===== src/rtl/m_lcd_spi_pkg.sv =====
// Shared types and FIFO entry layout for the LCD SPI transmitter.
package m_lcd_spi_pkg;

    typedef enum logic [1:0] {IDLE, LEAD, SHIFT, GAP} state_t;

    localparam int ENTRY_W  = 18;
    localparam int DC_BIT   = 17;
    localparam int WIDE_BIT = 16;
    localparam int DATA_MSB = 15;
    localparam int DATA_LSB = 0;

    // 8-bit words are left-justified so the shifter always sends from bit 15.
    function automatic logic [15:0] left_justify(input logic wide, input logic [15:0] d);
        return wide ? d : {d[7:0], 8'h00};
    endfunction

endpackage


===== src/rtl/m_lcd_spi_tx_fifo.sv =====
// Synchronous FIFO with occupancy count; head is read straight from storage.
module m_sync_fifo #(
    parameter int WIDTH = 18,
    parameter int DEPTH = 16
) (
    input  logic                     w_clk,
    input  logic                     w_rst,
    input  logic                     push,
    input  logic [WIDTH-1:0]         din,
    input  logic                     pop,
    output logic [WIDTH-1:0]         dout,
    output logic                     full,
    output logic                     empty,
    output logic [$clog2(DEPTH):0]   level
);
    localparam int AW = $clog2(DEPTH);
    localparam int LW = AW + 1;

    logic [WIDTH-1:0] mem [DEPTH];
    logic [AW-1:0]    wr_ptr, rd_ptr;
    logic [LW-1:0]    cnt;
    logic             push_ok, pop_ok;

    assign push_ok = push && !full;
    assign pop_ok  = pop && !empty;

    always_ff @(posedge w_clk) begin
        if (push_ok) mem[wr_ptr] <= din;
    end

    always_ff @(posedge w_clk or posedge w_rst) begin
        if (w_rst) begin
            wr_ptr <= '0;
            rd_ptr <= '0;
            cnt    <= '0;
        end else begin
            if (push_ok) wr_ptr <= wr_ptr + 1'b1;
            if (pop_ok)  rd_ptr <= rd_ptr + 1'b1;
            case ({push_ok, pop_ok})
                2'b10:   cnt <= cnt + 1'b1;
                2'b01:   cnt <= cnt - 1'b1;
                default: cnt <= cnt;
            endcase
        end
    end

    assign dout  = mem[rd_ptr];
    assign full  = (cnt == LW'(DEPTH));
    assign empty = (cnt == '0);
    assign level = cnt;

endmodule


===== src/rtl/m_lcd_spi_tx.sv =====
// FIFO-fed SPI transmitter for ST7789-class panels: programmable SCL divider,
// CPOL, 8/16-bit words, CS held low across bursts, sticky overflow flag.
module m_lcd_spi_tx
    import m_lcd_spi_pkg::*;
#(
    parameter int CLK_DIV    = 1,
    parameter bit CPOL       = 1'b1,
    parameter int FIFO_DEPTH = 16,
    parameter int GAP_CYC    = 0
) (
    input  logic                          w_clk,
    input  logic                          w_rst,
    input  logic                          w_valid,
    output logic                          w_ready,
    input  logic                          w_dc,
    input  logic                          w_wide,
    input  logic [15:0]                   w_data,
    input  logic                          w_ovf_clr,
    output logic                          SDA,
    output logic                          SCL,
    output logic                          DC,
    output logic                          CSN,
    output logic                          w_busy,
    output logic [$clog2(FIFO_DEPTH):0]   w_level,
    output logic                          w_ovf
);
    localparam int DIV_W = (CLK_DIV > 1) ? $clog2(CLK_DIV) : 1;
    localparam logic [DIV_W-1:0] DIV_LAST = DIV_W'(CLK_DIV - 1);
    localparam logic [7:0] GAP_LAST = 8'((GAP_CYC > 0) ? GAP_CYC - 1 : 0);

    logic [ENTRY_W-1:0] push_e, head;
    logic               fifo_full, fifo_empty, pop;
    state_t             state, state_nxt;
    logic [DIV_W-1:0]   div_cnt;
    logic               half;
    logic [4:0]         bit_cnt;
    logic [15:0]        sh;
    logic               dc_q, ovf_q;
    logic [7:0]         gap_cnt;
    logic               last_bit, eow;

    assign push_e = {w_dc, w_wide, w_data};

    m_sync_fifo #(.WIDTH(ENTRY_W), .DEPTH(FIFO_DEPTH)) u_fifo (
        .w_clk (w_clk),
        .w_rst (w_rst),
        .push  (w_valid && w_ready),
        .din   (push_e),
        .pop   (pop),
        .dout  (head),
        .full  (fifo_full),
        .empty (fifo_empty),
        .level (w_level)
    );

    assign last_bit = (state == SHIFT) && half && (div_cnt == DIV_LAST) && (bit_cnt == 5'd1);
    assign eow      = (GAP_CYC == 0) ? last_bit : ((state == GAP) && (gap_cnt == GAP_LAST));

    always_ff @(posedge w_clk or posedge w_rst) begin
        if (w_rst) state <= IDLE;
        else       state <= state_nxt;
    end

    always_comb begin
        state_nxt = state;
        case (state)
            IDLE:  if (!fifo_empty) state_nxt = LEAD;
            LEAD:  state_nxt = SHIFT;
            SHIFT: if (last_bit)
                       state_nxt = (GAP_CYC > 0) ? GAP : (fifo_empty ? IDLE : SHIFT);
            GAP:   if (eow) state_nxt = fifo_empty ? IDLE : SHIFT;
            default: state_nxt = IDLE;
        endcase
    end

    // SCL leaves idle only during the first half of each bit.
    always_comb begin
        pop = 1'b0;
        SCL = CPOL;
        CSN = 1'b1;
        pop = ((state == IDLE) || eow) && !fifo_empty;
        if ((state == SHIFT) && !half) SCL = ~CPOL;
        if (state != IDLE) CSN = 1'b0;
    end

    always_ff @(posedge w_clk or posedge w_rst) begin
        if (w_rst) begin
            sh      <= '0;
            bit_cnt <= '0;
            div_cnt <= '0;
            half    <= 1'b0;
            dc_q    <= 1'b0;
            gap_cnt <= '0;
        end else if (pop) begin
            sh      <= left_justify(head[WIDE_BIT], head[DATA_MSB:DATA_LSB]);
            bit_cnt <= head[WIDE_BIT] ? 5'd16 : 5'd8;
            dc_q    <= head[DC_BIT];
            div_cnt <= '0;
            half    <= 1'b0;
        end else if (state == SHIFT) begin
            gap_cnt <= '0;
            if (div_cnt == DIV_LAST) begin
                div_cnt <= '0;
                half    <= ~half;
                if (half && (bit_cnt != 5'd1)) begin
                    sh      <= {sh[14:0], 1'b0};
                    bit_cnt <= bit_cnt - 5'd1;
                end
            end else begin
                div_cnt <= div_cnt + 1'b1;
            end
        end else if (state == GAP) begin
            gap_cnt <= gap_cnt + 8'd1;
        end
    end

    // A refused push in the same cycle as a clear keeps the flag set.
    always_ff @(posedge w_clk or posedge w_rst) begin
        if (w_rst)                    ovf_q <= 1'b0;
        else if (w_valid && !w_ready) ovf_q <= 1'b1;
        else if (w_ovf_clr)           ovf_q <= 1'b0;
    end

    assign w_ready = !fifo_full;
    assign w_busy  = (state != IDLE) || !fifo_empty;
    assign w_ovf   = ovf_q;
    assign SDA     = sh[15];
    assign DC      = dc_q;

endmodule


===== config.mk =====
export PLATFORM = sky130hd
export DESIGN_NAME = m_lcd_spi_tx
export DESIGN_NICKNAME = d
export VERILOG_FILES = /design/src/rtl/m_lcd_spi_pkg.sv /design/src/rtl/m_lcd_spi_tx_fifo.sv /design/src/rtl/m_lcd_spi_tx.sv
export SDC_FILE = /design/constraint.sdc
export NUM_CORES = 1
export LEC_CHECK = 0
export ABC_AREA = 0
export CORE_ASPECT_RATIO = 0.7
export CORE_MARGIN = 8
export CORE_UTILIZATION = 40
export DETAILED_ROUTE_END_ITERATION = 10
export PLACE_DENSITY = 0.57
export SLEW_MARGIN = 40
export SYNTH_ARGS = -nofsm -noshare
export SYNTH_HDL_FRONTEND = slang
export SYNTH_SLANG_ARGS = --single-unit

===== constraint.sdc =====
create_clock -name w_clk -period 7.2 [get_ports w_clk]
set_input_delay 2.16 -clock w_clk [delete_from_list [all_inputs] [get_ports w_clk]]
set_output_delay 2.16 -clock w_clk [all_outputs]
set_load 0.02 [all_outputs]

==> summary.md, run 1 <==
| Metric | Value |
|---|---|
| Area Growth Syn to Fin | `13.80%` |
| GPL Wtd Cong | `roughly 0.85` |
| # DRC | `0` |
| Required time of the critical path | `a little over 5 ns` |
| Die area | `approximately 0.039 mm^2` |
| Worst Hold Depth | `2` |
| Worst Hold Class | `reg -> reg` |
| Via-per-instance ratio | `between 5 and 6` |
| Cell area after synthesis | `about 0.013 mm^2` |
| Leakage | `a little under 5 nW` |
| Final-report setup violation count | `0` |
| CP max FO | `6` |
| Sequential area share after synthesis | `0.7340` |
| Setup TNS | `0 ns` |
| FILL cells | `2701` |
| Starting DRC count in detailed routing | `just over 600` |
| CTS tree | `yes` |
| Crit. End Element | `output port` |
| Worst reg-to-reg path cell count | `11` |
| Nets | `about 760` |
| Async S/R FF share, synth | `0.1193` |
| Clk pin slew, worst setup/hold paths | `approximately 0.07 ns` |
| Clock buffer depth | `3` |
| Yosys reg bits | `between 300 and 400` |
| Clock root buffer master | `clkbuf_16` |
| Minimum clock period after layout | `around 4.5 ns` |
| Max Slew Vio Count | `0` |
| Cell Rows | `55` |
| Vias in the first global route | `6796` |
| Synth area leader | `edfxtp_1` |
| Share of cells above drive strength 1 | `0.2209` |
| Worst-Margin Slew | `0.8356 ns` |
| Total number of vias | `between 6000 and 7000` |
| Total GRT Usage | `0.1586` |
| Global-route wire length before repair | `45.27 mm` |
| Post-synth EDFFs | `about 290` |
| F_max | `approximately 220 MHz` |
| Status | `completed` |
| RSZ-0062 raised after global routing | `no` |
| I/O pins | `34` |
| Power consumption | `a little under 6 mW` |
| Ys flop type | `edfxtp_1` |
| Crit path arrival time | `2.31 ns` |
| Synth top area share | `0.6595` |
| Yosys Warn Count | `0` |
| Startpoint Class | `register` |
| Port bufs | `33` |
| Syn_nets | `around 720` |
| Antenna viol nets, final | `0` |
| Power density over cell area | `392.6 mW/mm^2` |
| CTS Sinks | `roughly 330` |
| Final period util | `0.6204` |
| Post-Route Skew | `between 0.015 and 0.02 ns` |
| Initial antenna violation count | `3` |
| H-tree level count | `1` |
| Post-CTS Setup Bufs | `0` |
| Largest net degree at the start of global routing | `45` |
| Final WL | `roughly 31 mm` |
| Wire per inst | `~26 um` |
| Pre-Repair DR Iteration Count | `5` |
| Setup CP Type | `reg -> out` |
| Final hold violations | `0` |
| Core footprint | `0.03227 mm^2` |
| Initial Util | `0.4063` |
| Cts bufs inserted | `31` |
| Syn Area/Cell | `~19 um^2` |
| CTS Hold Bufs | `0` |
| Horiz. Die Dim | `232.4 um` |
| Relative slew slack | `0.4418` |
| Clk Latency, worst-skew pair | `about 0.57 ns` |
| Die H | `about 170 um` |
| Post-cts resize count | `0` |
| VDD IR-drop max | `around 0.21 mV` |
| Max Cap Viol | `0` |
| Overflow left after global routing | `0` |
| Library cells used by synthesis | `58` |
| Synth Instances | `around 680` |
| DP Wirelength | `20.07 mm` |
| Top cells by area, synth | `edfxtp_1, mux4_2, dfrtp_1, mux2i_1, ha_1` |
[cells in the final DEF, fill, tap and decap left out, types with 6 or more instances in the layout]
cell             instances
o21ai_0                 10
clkdlybuf4s50_1         29
inv_1                   11
clkbuf_16               31
nor2_4                  12
nand3_1                 11
mux2i_1                 23
clkbuf_1                 7
mux2_2                   6
nand2_1                 35
a221oi_1                 7
a21oi_1                 13
xnor2_1                 10
nand2b_1                 6
nor2_1                  16
o22ai_1                 10
dfrtp_1                 37
buf_4                    8
edfxtp_1               288
mux4_2                  65
ha_1                    11
[cells by family (layout without fill, tap and decap cells)]
kind of cell / count (synthesis) / count (layout) / share of synthesized area
mux: 98 / 98 / 0.1401
fa+ha+maj: 12 / 12 / 0.01202
buf+inv: 48 / 114 / 0.02309
compound gates: 76 / 76 / 0.04170
other cells: 0 / 1 / 0
xor+xnor: 15 / 15 / 0.01002
flops: 327 / 327 / 0.7340
simple gates: 105 / 105 / 0.03912
[cells in the mapped netlist, types with 3 or more instances]
library cell / number
edfxtp_1: 288
mux4_2: 65
dfrtp_1: 39
nand2_1: 35
nor2_1: 29
mux2i_1: 23
a21oi_1: 13
buf_2: 11
ha_1: 11
inv_1: 11
nand3_1: 11
o21ai_0: 10
o22ai_1: 10
xnor2_1: 10
clkbuf_1: 9
a221oi_1: 7
buf_6: 6
mux2_2: 6
nand2b_1: 6
a22oi_1: 5
nor2b_1: 5
nor3_1: 5
xor2_1: 5
a21o_1: 4
buf_8: 4
o21ai_1: 4
a211oi_1: 3
a221oi_2: 3
a31oi_1: 3
buf_1: 3
nand4_1: 3
or3_1: 3
[metrics by stage]
stage               area [um^2]    util  setup slack (ns)  instances  hold WS [ns]
floorplan                 13110       -             2.815        681        0.4752
global route              14920  0.4623             2.614       1174        0.5274
CTS                       14930  0.4626             2.682       1174        0.4936
detailed placement        13930  0.4315             2.444       1116        0.4790
global placement          13840  0.4290             2.479       1115        0.4653
finish                    14920  0.4623             2.733       1175        0.4812
[where the power goes]
part           total, mW  internal [mW]  leakage (nW)  switching (mW)
Sequential          2.52           2.33          3.08           0.189
Clock               1.61          0.916         0.488           0.695
Combinational       1.73          0.722          1.32            1.01
Total               5.86           3.97          4.88            1.89
[cell type report]
class	instances	area, um^2	share of cell area
Sequential cell	327	9629	0.6453
Multi-Input combinational cell	306	3306	0.2215
Clock buffer	43	870.8	0.05836
Antenna cell	1	2.502	0.0001677
Tap cell	427	534.3	0.03580
Timing Repair Buffer	42	390.4	0.02616
Inverter	14	55.05	0.003689
Clock inverter	15	133.9	0.008972
[path summary, 6_finish.rpt]
check | slack (ns) | end | from
max | 2.73 | w_busy | u_fifo.level[0]$_DFFE_PP0P_
min | 0.48 | DC$_DFFE_PP0N_ | DC$_DFFE_PP0N_
max reg2reg | 3.68 | u_fifo.level[4]$_DFFE_PP0P_ | u_fifo.level[0]$_DFFE_PP0P_
min reg2reg | 0.48 | DC$_DFFE_PP0N_ | DC$_DFFE_PP0N_
max in group asynchronous | 4.73 | u_fifo.rd_ptr[0]$_DFFE_PP0N_ | w_rst
min in group asynchronous | 2.02 | w_ovf$_DFFE_PP0P_ | w_rst
[worst max-delay path, cell delays in order, from the launching register on]
cell	delay, ns
dfrtp_1	0.46
nor4_2	0.38
and2b_1	0.28
nand2_1	0.07
clkdlybuf4s50_1	0.55
[state kept, by name, indices dropped and copies added (netlist names)]
signal         count
sh                16
bit_cnt            5
DC                 1
state              2
u_fifo.rd_ptr      4
half               1
u_fifo.wr_ptr      4
u_fifo.mem       288
w_ovf              1
u_fifo.level       5
[routing by layer]
metal / share of wire / wire length [um] / track usage
met5: 0.00029 / 9 / 0
met4: 0.016 / 507 / 0.02895
met3: 0.080 / 2479 / 0.04913
met2: 0.46 / 14270 / 0.2438
met1: 0.44 / 13540 / 0.2220
No activity file was read; power rests on OpenSTA's default activity.
==> run 2, diff against run 1 <==
==> constraint.sdc (replaced) <==
create_clock -name w_clk -period 4.3 [get_ports w_clk]
set_input_delay 1.29 -clock w_clk [delete_from_list [all_inputs] [get_ports w_clk]]
set_output_delay 1.29 -clock w_clk [all_outputs]
set_load 0.02 [all_outputs]
==> run 2 against run 1 <==
Net effect:
- count of clock-buffer cells in the layout decreased by 9
- first-iteration DRC count decreased by 14%
- sequential power increased by 67%
- non-clock buffer count increased by 26
- register-to-register slack got worse by 2.8 ns
- combinational power increased by 65%
- hold slack improved by 0.023 ns
- largest cell class unchanged
- wire length decreased by 6.2%
- global-route usage decreased by 0.84 points
- flip-flop and latch count unchanged
- critical path depth unchanged
- sequential share of layout area decreased by 0.81 points
==> summary.md, run 2 (same netlist as run 1, synthesis figures left out) <==
| Metric | Value |
|---|---|
| Status | `completed` |
| R2R Setup Slk | `approximately 0.85 ns` |
| Post-Route Skew | `~0.03 ns` |
| Internal Pwr Total | `roughly 6.7 mW` |
| Largest register FFs | `288` |
| Pre-Repair DR Iteration Count | `5` |
| Power density over cell area | `645.2 mW/mm^2` |
| Starting DRC count in detailed routing | `531` |
| Required time of the critical path | `about 3 ns` |
| Port bufs | `33` |
| Biggest regs | `u_fifo.mem: 288 flops, sh: 16 flops` |
| Cts bufs inserted | `31` |
| Comb power frac | `0.293` |
| Flop pwr share | `0.432` |
| NetSw | `around 3.0 mW` |
| Power consumption | `around 10 mW` |
| R2r endpoint | `u_fifo.level[4]$_DFFE_PP0P_` |
| Minimum clock period after layout | `between 3 and 4 ns` |
| Setup CP Type | `reg -> out` |
| Worst-Margin Slew | `0.7994 ns` |
| F_max | `about 280 MHz` |
| Vias in the first global route | `roughly 6800` |
| Worst Hold Depth | `2` |
| Horiz. Die Dim | `roughly 230 um` |
| Global-route wire length before repair | `44.13 mm` |
| # DRC | `0` |
| RSZ-0062 raised after global routing | `no` |
| Initial Util | `0.4063` |
| Total GRT Usage | `0.1502` |
| Worst Hold Class | `reg -> reg` |
| Hold path startpoint | `DC$_DFFE_PP0N_` |
| Ant diodes | `0` |
| Clk pin slew, worst setup/hold paths | `around 0.060 ns` |
| Antenna viol nets, final | `0` |
| Final period util | `0.8309` |
| Relative slew slack | `0.4665` |
| WHS Endpoint | `DC$_DFFE_PP0N_` |
| Cell Rows | `55` |
| Largest stage delay, worst path | `0.55 ns` |
| Clock root buffer master | `clkbuf_16` |
| Switching Fraction | `0.3082` |
| VDD IR-drop max | `0.3881 mV` |
| CTS Hold Bufs | `0` |
| Die H | `167.5 um` |
| Max Slew Vio Count | `0` |
| Leakage | `5.019 nW` |
| Post-CTS Setup Bufs | `0` |
| Post-cts resize count | `0` |
| Core footprint | `around 0.032 mm^2` |
| GPL Wtd Cong | `roughly 0.79` |
| Final hold violations | `0` |
| Max Cap Viol | `0` |
| CP max FO | `6` |
| Clock buffer depth | `3` |
| Largest net degree at the start of global routing | `29` |
| Critical R2R Launch | `bit_cnt[1]$_DFFE_PP0P_` |
| Area of the multi-input gates | `approximately 0.0032 mm^2` |
| CP cell instances | `nor4_2 > and2b_1 > nand2_1 > clkdlybuf4s50_1` |
| Wire per inst | `roughly 24 um` |
| Crit. End Element | `output port` |
| Clk Latency, worst-skew pair | `0.58 ns` |
| Total number of vias | `6589` |
| Final WL | `around 29 mm` |
| Crit-path slowest cell | `clkdlybuf4s50_1` |
| Clock network fraction of total power | `0.275` |
| I/O pins | `34` |
| Setup TNS | `0 ns` |
| Most frequent cells in the layout | `edfxtp_1, mux4_2, dfrtp_1, nand2_1, clkdlybuf4s50_1` |
| H-tree level count | `1` |
| Share of cells above drive strength 1 | `0.2315` |
| FILL cells | `~2700` |
| Commonest non-fill, non-tap cell in the layout | `edfxtp_1` |
| Overflow left after global routing | `0` |
| Nets | `approximately 780` |
| Initial antenna violation count | `0` |
| Largest Register | `u_fifo.mem` |
| Startpoint Class | `register` |
| Final-report setup violation count | `0` |
| Area Growth Syn to Fin | `15.24%` |
| Crit path arrival time | `~2.3 ns` |
| DP Wirelength | `18.87 mm` |
| FF+latch area | `around 0.0096 mm^2` |
| Via-per-instance ratio | `approximately 5.5` |
| CTS Sinks | `327` |
| CTS tree | `yes` |
| Worst reg-to-reg path cell count | `13` |
| Die area | `a little under 0.04 mm^2` |
-- run 2: stage by stage --
stage	util	std cells	setup slack (ns)	instance area, um^2	hold slack [ns]
after floorplan	-	681	0.7845	13110	0.4752
after global placement	0.4363	1140	0.7534	14080	0.4777
after detailed placement	0.4376	1142	0.7385	14120	0.4831
after CTS	0.4681	1196	0.6761	15110	0.4978
after global routing	0.4682	1196	0.5878	15110	0.5275
final	0.4682	1196	0.7271	15110	0.5047
-- run 2: worst max-delay path by stage --
stage	slack [ns]	end	from	cells past startpoint
after floorplan	0.78	u_fifo.mem[3][0]$_DFFE_PP_	w_valid	4
after global placement	0.75	u_fifo.level[4]$_DFFE_PP0P_	w_valid	10
after detailed placement	0.74	u_fifo.level[4]$_DFFE_PP0P_	w_valid	10
after CTS	0.68	w_busy	u_fifo.level[0]$_DFFE_PP0P_	4
after global routing	0.59	w_busy	u_fifo.level[0]$_DFFE_PP0P_	4
final	0.73	w_busy	u_fifo.level[0]$_DFFE_PP0P_	4
-- run 2: worst max-delay path: cells and delay by family, from the launching register on --
kind	cells	cell delay (ns)
buffers and inverters	1	0.55
flip-flops	1	0.45
AND/OR/NAND/NOR	3	0.71
-- run 2: per-layer routing --
layer / global-route usage / share of wire / wire length, um / up-vias
li1: - / - / - / 2873
met1: 0.2230 / 0.47 / 13520 / 3483
met2: 0.2184 / 0.44 / 12690 / 194
met3: 0.04069 / 0.076 / 2194 / 39
met4: 0.03196 / 0.017 / 477 / 0
met5: 0 / 0 / 0 / -
-- run 2: power groups by stage --
stage / clock, mW / combinational [mW] / sequential, mW
after CTS: 2.74 / 2.89 / 4.22
after floorplan: 0 / 2.03 / 4.15
final: 2.68 / 2.86 / 4.21
after global placement: 0 / 2.71 / 4.35
after detailed placement: 0 / 2.88 / 4.28
after global routing: 2.86 / 3.10 / 4.27
-- run 2: final cells by class --
class,count,share of cell area
sequential,327,0.6372
multi-input combinational,306,0.2143
clock buffer,34,0.05208
timing repair buffer,68,0.04422
tap,427,0.03536
clock inverter,20,0.01317
inverter,14,0.003643
